File: src/rtl/mc_key_parser.sv
// -----------------------------------------------------------------------------
// mc_key_parser
//
// Memcache ASCII front end for the lookup3 hash pipeline. Parses
// "get <key>[ <key>...]\r\n" from the receive byte stream and emits each key
// packed big-endian into three 32-bit words together with its byte length.
// Malformed commands and over-long keys raise cmd_err, and the rest of the
// line is discarded up to the next '\n'.
//
// Build option:
//   MC_KEY_MULTI_EN  defined   : a space terminates a key (multi-key get).
//                    undefined : only '\r' terminates a key; a space after
//                                key bytes is a protocol error.
//
// Parameters:
//   MAX_KEY     maximum accepted key bytes, 1..12.
//
// Ports:
//   CLK         clock
//   RST         synchronous, active-high reset
//   in_data     request byte
//   in_valid    in_data valid this cycle (no backpressure)
//   k0,k1,k2    key bytes 0..3 / 4..7 / 8..11, first byte in [31:24]
//   key_length  key byte count of the last emitted key
//   key_valid   one-cycle pulse: k0..k2 / key_length hold a new key
//   cmd_err     one-cycle pulse: protocol error, command discarded
// -----------------------------------------------------------------------------
module mc_key_parser #(
  parameter int unsigned MAX_KEY = 12
) (
  input  logic        CLK,
  input  logic        RST,
  input  logic [7:0]  in_data,
  input  logic        in_valid,
  output logic [31:0] k0,
  output logic [31:0] k1,
  output logic [31:0] k2,
  output logic [7:0]  key_length,
  output logic        key_valid,
  output logic        cmd_err
);

  localparam logic [2:0] S_IDLE = 3'd0;
  localparam logic [2:0] S_G    = 3'd1;
  localparam logic [2:0] S_E    = 3'd2;
  localparam logic [2:0] S_T    = 3'd3;
  localparam logic [2:0] S_KEY  = 3'd4;
  localparam logic [2:0] S_LF   = 3'd5;
  localparam logic [2:0] S_DROP = 3'd6;

  localparam logic [7:0] CH_G  = 8'h67;
  localparam logic [7:0] CH_E  = 8'h65;
  localparam logic [7:0] CH_T  = 8'h74;
  localparam logic [7:0] CH_SP = 8'h20;
  localparam logic [7:0] CH_CR = 8'h0D;
  localparam logic [7:0] CH_LF = 8'h0A;

  localparam logic [3:0] MAX_CNT = 4'(MAX_KEY);

  logic [2:0]        state, state_nx;
  logic [0:11][7:0]  key_buf;   // index 0 is the first key byte
  logic [3:0]        count;
  logic              got_key;   // at least one key emitted in this command

  logic is_key_byte;
  logic do_store, do_emit, do_err;
  logic clr_buf, clr_got, set_got;

  assign is_key_byte = (in_data >= 8'h21) && (in_data <= 8'h7E);

  // NOTE: every output of this block gets a default first, so no path can
  // leave a signal unassigned and infer a latch.
  always_comb begin
    state_nx = state;
    do_store = 1'b0;
    do_emit  = 1'b0;
    do_err   = 1'b0;
    clr_buf  = 1'b0;
    clr_got  = 1'b0;
    set_got  = 1'b0;
    if (in_valid) begin
      case (state)
        S_IDLE: begin
          if (in_data == CH_G) state_nx = S_G;
          else if (in_data != CH_CR && in_data != CH_LF) begin
            do_err   = 1'b1;
            state_nx = S_DROP;
          end
        end
        S_G: begin
          if (in_data == CH_E) state_nx = S_E;
          else begin do_err = 1'b1; state_nx = S_DROP; end
        end
        S_E: begin
          if (in_data == CH_T) state_nx = S_T;
          else begin do_err = 1'b1; state_nx = S_DROP; end
        end
        S_T: begin
          if (in_data == CH_SP) begin
            clr_buf  = 1'b1;
            clr_got  = 1'b1;
            state_nx = S_KEY;
          end else begin
            do_err   = 1'b1;
            state_nx = S_DROP;
          end
        end
        S_KEY: begin
          if (is_key_byte) begin
            if (count < MAX_CNT) do_store = 1'b1;
            else begin do_err = 1'b1; state_nx = S_DROP; end
          end else if (in_data == CH_SP) begin
            // Repeated spaces (count == 0) are ignored in both builds.
`ifdef MC_KEY_MULTI_EN
            if (count != 4'd0) begin
              do_emit = 1'b1;
              clr_buf = 1'b1;
              set_got = 1'b1;
            end
`else
            if (count != 4'd0) begin
              do_err   = 1'b1;
              state_nx = S_DROP;
            end
`endif
          end else if (in_data == CH_CR) begin
            if (count != 4'd0) begin
              do_emit  = 1'b1;
              state_nx = S_LF;
            end else if (got_key) begin
              state_nx = S_LF;
            end else begin
              do_err   = 1'b1;
              state_nx = S_DROP;
            end
          end else begin
            // Control bytes, 0x7F, 0x80..0xFF and a bare '\n' all land here;
            // a bare '\n' therefore waits in DROP for the following '\n'.
            do_err   = 1'b1;
            state_nx = S_DROP;
          end
        end
        S_LF: begin
          if (in_data == CH_LF) state_nx = S_IDLE;
          else begin do_err = 1'b1; state_nx = S_DROP; end
        end
        S_DROP: begin
          if (in_data == CH_LF) state_nx = S_IDLE;
        end
        default: state_nx = S_IDLE;
      endcase
    end
  end

  // NOTE: sequential state uses non-blocking assignments so every register
  // samples the pre-edge values, e.g. an emit reads the buffer before the
  // same-cycle clear takes effect.
  always_ff @(posedge CLK) begin
    if (RST) begin
      state      <= S_IDLE;
      // NOTE: the key buffer is reset, not left undefined, because bytes
      // beyond the key length must read as zero in k0..k2.
      key_buf    <= '0;
      count      <= '0;
      got_key    <= 1'b0;
      k0         <= '0;
      k1         <= '0;
      k2         <= '0;
      key_length <= '0;
      key_valid  <= 1'b0;
      cmd_err    <= 1'b0;
    end else begin
      state     <= state_nx;
      key_valid <= do_emit;
      cmd_err   <= do_err;

      if (do_emit) begin
        k0         <= {key_buf[0], key_buf[1], key_buf[2],  key_buf[3]};
        k1         <= {key_buf[4], key_buf[5], key_buf[6],  key_buf[7]};
        k2         <= {key_buf[8], key_buf[9], key_buf[10], key_buf[11]};
        key_length <= {4'd0, count};
      end

      if (clr_buf) begin
        key_buf <= '0;
        count   <= '0;
      end else if (do_store) begin
        key_buf[count] <= in_data;
        count          <= count + 4'd1;
      end

      if (clr_got)      got_key <= 1'b0;
      else if (set_got) got_key <= 1'b1;
    end
  end

endmodule

File: config.mk
export PLATFORM = sky130hd
export DESIGN_NAME = mc_key_parser
export DESIGN_NICKNAME = d
export VERILOG_FILES = /design/src/rtl/mc_key_parser.sv
export SDC_FILE = /design/constraint.sdc
export NUM_CORES = 1
export LEC_CHECK = 0
export ABC_AREA = 1
export CORE_MARGIN = 3
export CORE_UTILIZATION = 29
export CTS_CLUSTER_DIAMETER = 120
export CTS_CLUSTER_SIZE = 10
export DETAILED_ROUTE_END_ITERATION = 8
export DONT_BUFFER_PORTS = 1
export HOLD_SLACK_MARGIN = 0.02
export SETUP_SLACK_MARGIN = 0.2
export SLEW_MARGIN = 20
export SYNTH_ARGS = -nofsm -noshare
export SYNTH_HDL_FRONTEND = slang
export SYNTH_SLANG_ARGS = --single-unit
File: constraint.sdc
create_clock -name CLK -period 1.7 [get_ports CLK]
set_input_delay 0.255 -clock CLK [delete_from_list [all_inputs] [get_ports CLK]]
set_output_delay 0.255 -clock CLK [all_outputs]
set_load 0.01 [all_outputs]
==> out/results.tsv <==
metric	value	unit
ys_types	27	
cts_hold_buffers	8	
ir_drop	0.5174	mV
end_kind	flip-flop	
final_util	45.50	%
max-cap-violations	0	
grt_use_met3	3.797	%
required	2.14	ns
critPathKind	flip-flop to flip-flop	
post-route-period-util	99.39	%
synth_edf_count	0	
grt_use_met2	28.82	%
dominantRegCellSynth	dfxtp_1	
nets	1114	
multiInputGateArea	0.004893	sq mm
portBuffers	0	
crit_buf_inv	5	
hold_ws	-0.1922	ns
pwr_density_cell	823.3	mW/mm^2
skew	0.01150	ns
synth_area	0.007724	sq mm
cts_htree_levels	1	
cts_sinks	205	
wl	27740	um
relSlewSlack	35.89	%
grt_max_degree	105	
ys_ff_latch	205	
core_area	0.02613	sq mm
critPathMaxStageDelay	0.33	ns
cts_buffers	24	
areaGrowthSynthToFinish	53.95	%
antennaDiodeCount	0	
die_x	169.2	um
fillers	2401	
start_util	29.56	%
rsz0062_at_grt	true	
io_pins	117	
first_global_vias	6731	
cts-root-buf	clkbuf_16	
ys_seq_area_share	53.13	%
rows	59	
setup_tns	0	ns
async_flop_share	0	%
yosysWarnings	0	
worstMarginPinSlew	0.9584	ns
postRouteAntennaNets	0	
cpMaxStageDelayCell	dfxtp_2	
grt_overflow	0	
status	finished with violations	
drive_above_1_share	43.77	%
die_h	169.2	um
cts_tree	yes	
violations	hold timing	
syn_inst	1024	
worst_ep_arrival_time	2.13	ns
cts_buffer_depth	3	
grt_pass1_wl	39040	um
min_period	1.690	ns
power.leakage	4.585	nW
dieArea	0.02863	sq mm
maxSlewViolCount	0	
insertion_delay	0.52	ns
drt_iter0_markers	589	
via_per_inst	5.126	
setup_viol	0	
avgSynthCellArea	7.543	sq um
drc	0	
worstPathMaxFanout	6	
use_met1	22.31	%
wl_per_cell	19.34	um
grt.busiest_layer	met2	
antenna_found_initial	0	
fmax	0.5919	GHz
critPathTopFamily	buffers and inverters	
path_common_cell	nand2_4	
crit_chain	inv_2, ha_4, nand2_4, nand3_4, nor2_4, nand2_4, inv_8, buf_12, buf_12, clkbuf_16, nand2_4, a21oi_2	
vias	7350	
gp_congestion	0.8641	
holdCritPathClass	input port to flip-flop	
hold_violations	103	
regArea	0.004110	sq mm
firstDrtPassIters	5	
hpwl	13900	um
grt_use_total	17.02	%
crit_path_start_kind	flip-flop	
clk_pin_slew_worst_paths	0.06	ns
[metrics by stage]
step	setup slack, ns	std cells	instance area (sq um)	power [mW]
after floorplan	0.1391	1027	7785	5.201
final	0.01041	1434	11890	9.790
after CTS	0.1059	1416	10160	9.808
after global placement	0.04552	1343	8377	5.237
after detailed placement	0.02208	1343	8377	5.238
after global routing	-0.08995	1434	11890	10.12
[final cells by class]
class	instances	area share, %
Inverter	28	0.9892
Multi-Input combinational cell	725	41.16
Tap cell	335	3.525
Timing Repair Buffer	115	14.51
Clock inverter	2	0.1999
Sequential cell	205	34.57
Clock buffer	24	5.051
[layer usage]
metal  vias up  share of wire, %
met5         -                 0
met4         0               2.5
met3        60               6.8
met2       241                49
met1      3563                42
li1       3486                 -
[where the power goes]
group / switching, mW / leakage (nW) / total (mW) / internal, mW
sequential: 0.0122 / 1.65 / 4.83 / 4.82
combinational: 0.339 / 2.63 / 0.564 / 0.225
clock: 1.90 / 0.303 / 4.39 / 2.49
[sequential cells by signal (all words and copies together) (netlist names)]
register and count:
state 3, key_buf 96, key_valid 1, count 4, k0 32, k2 32, key_length 4, k1 32
cmd_err 1
[final timing paths]
check	to	from	slack, ns	cells past startpoint
worst min-delay path	k0[30]$_SDFFE_PP0P_	RST	-0.19	1
worst min register to register	key_buf[39]$_SDFFE_PP0P_	key_buf[39]$_SDFFE_PP0P_	0.44	2
worst max-delay path	k0[3]$_SDFFE_PP0P_	count[0]$_SDFFE_PP0P_	0.01	12
worst max register to register	k0[3]$_SDFFE_PP0P_	count[0]$_SDFFE_PP0P_	0.01	12
[cell usage in the layout (no fill, tap or decap), types with 22 or more instances in the layout]
cell type,instances
nand2_1,200
dfxtp_1,200
a21oi_2,136
nand2_4,101
nand3_1,73
a21oi_1,59
nand2_2,56
buf_4,43
clkbuf_16,35
nor2_1,33
inv_1,22
[synth_stat cells, types with 2 or more instances]
cell type | instances | area (sq um)
nand3b_1 | 2 | 15.01
clkbuf_1 | 29 | 108.9
nand4_1 | 7 | 43.79
ha_1 | 4 | 50.05
nor2_2 | 3 | 18.77
nand2_1 | 362 | 1359
xor2_1 | 2 | 17.52
nor3_1 | 4 | 20.02
inv_2 | 3 | 11.26
nor2_1 | 44 | 165.2
buf_2 | 33 | 165.2
nand3_1 | 91 | 455.4
dfxtp_1 | 205 | 4104
a21oi_1 | 194 | 970.9
buf_4 | 5 | 37.54
inv_1 | 25 | 93.84
[cells by family after synthesis]
group	Yosys count	synth area share, %
flops	205	53.13
other cells	1	0.04855
compound gates	199	13.07
fa+ha+maj	4	0.6480
xor+xnor	2	0.2268
simple gates	516	27.26
buf+inv	97	5.605
[timing repair]
item                                    in CTS  in global routing
gates cloned                                15                 12
resized for setup                          133                372
pin swaps                                   30                107
setup buffers                               24                  6
endpoints found under the hold margin      188                103
endpoints found under the setup margin     200                204
Power figures use the tool's default switching activity.
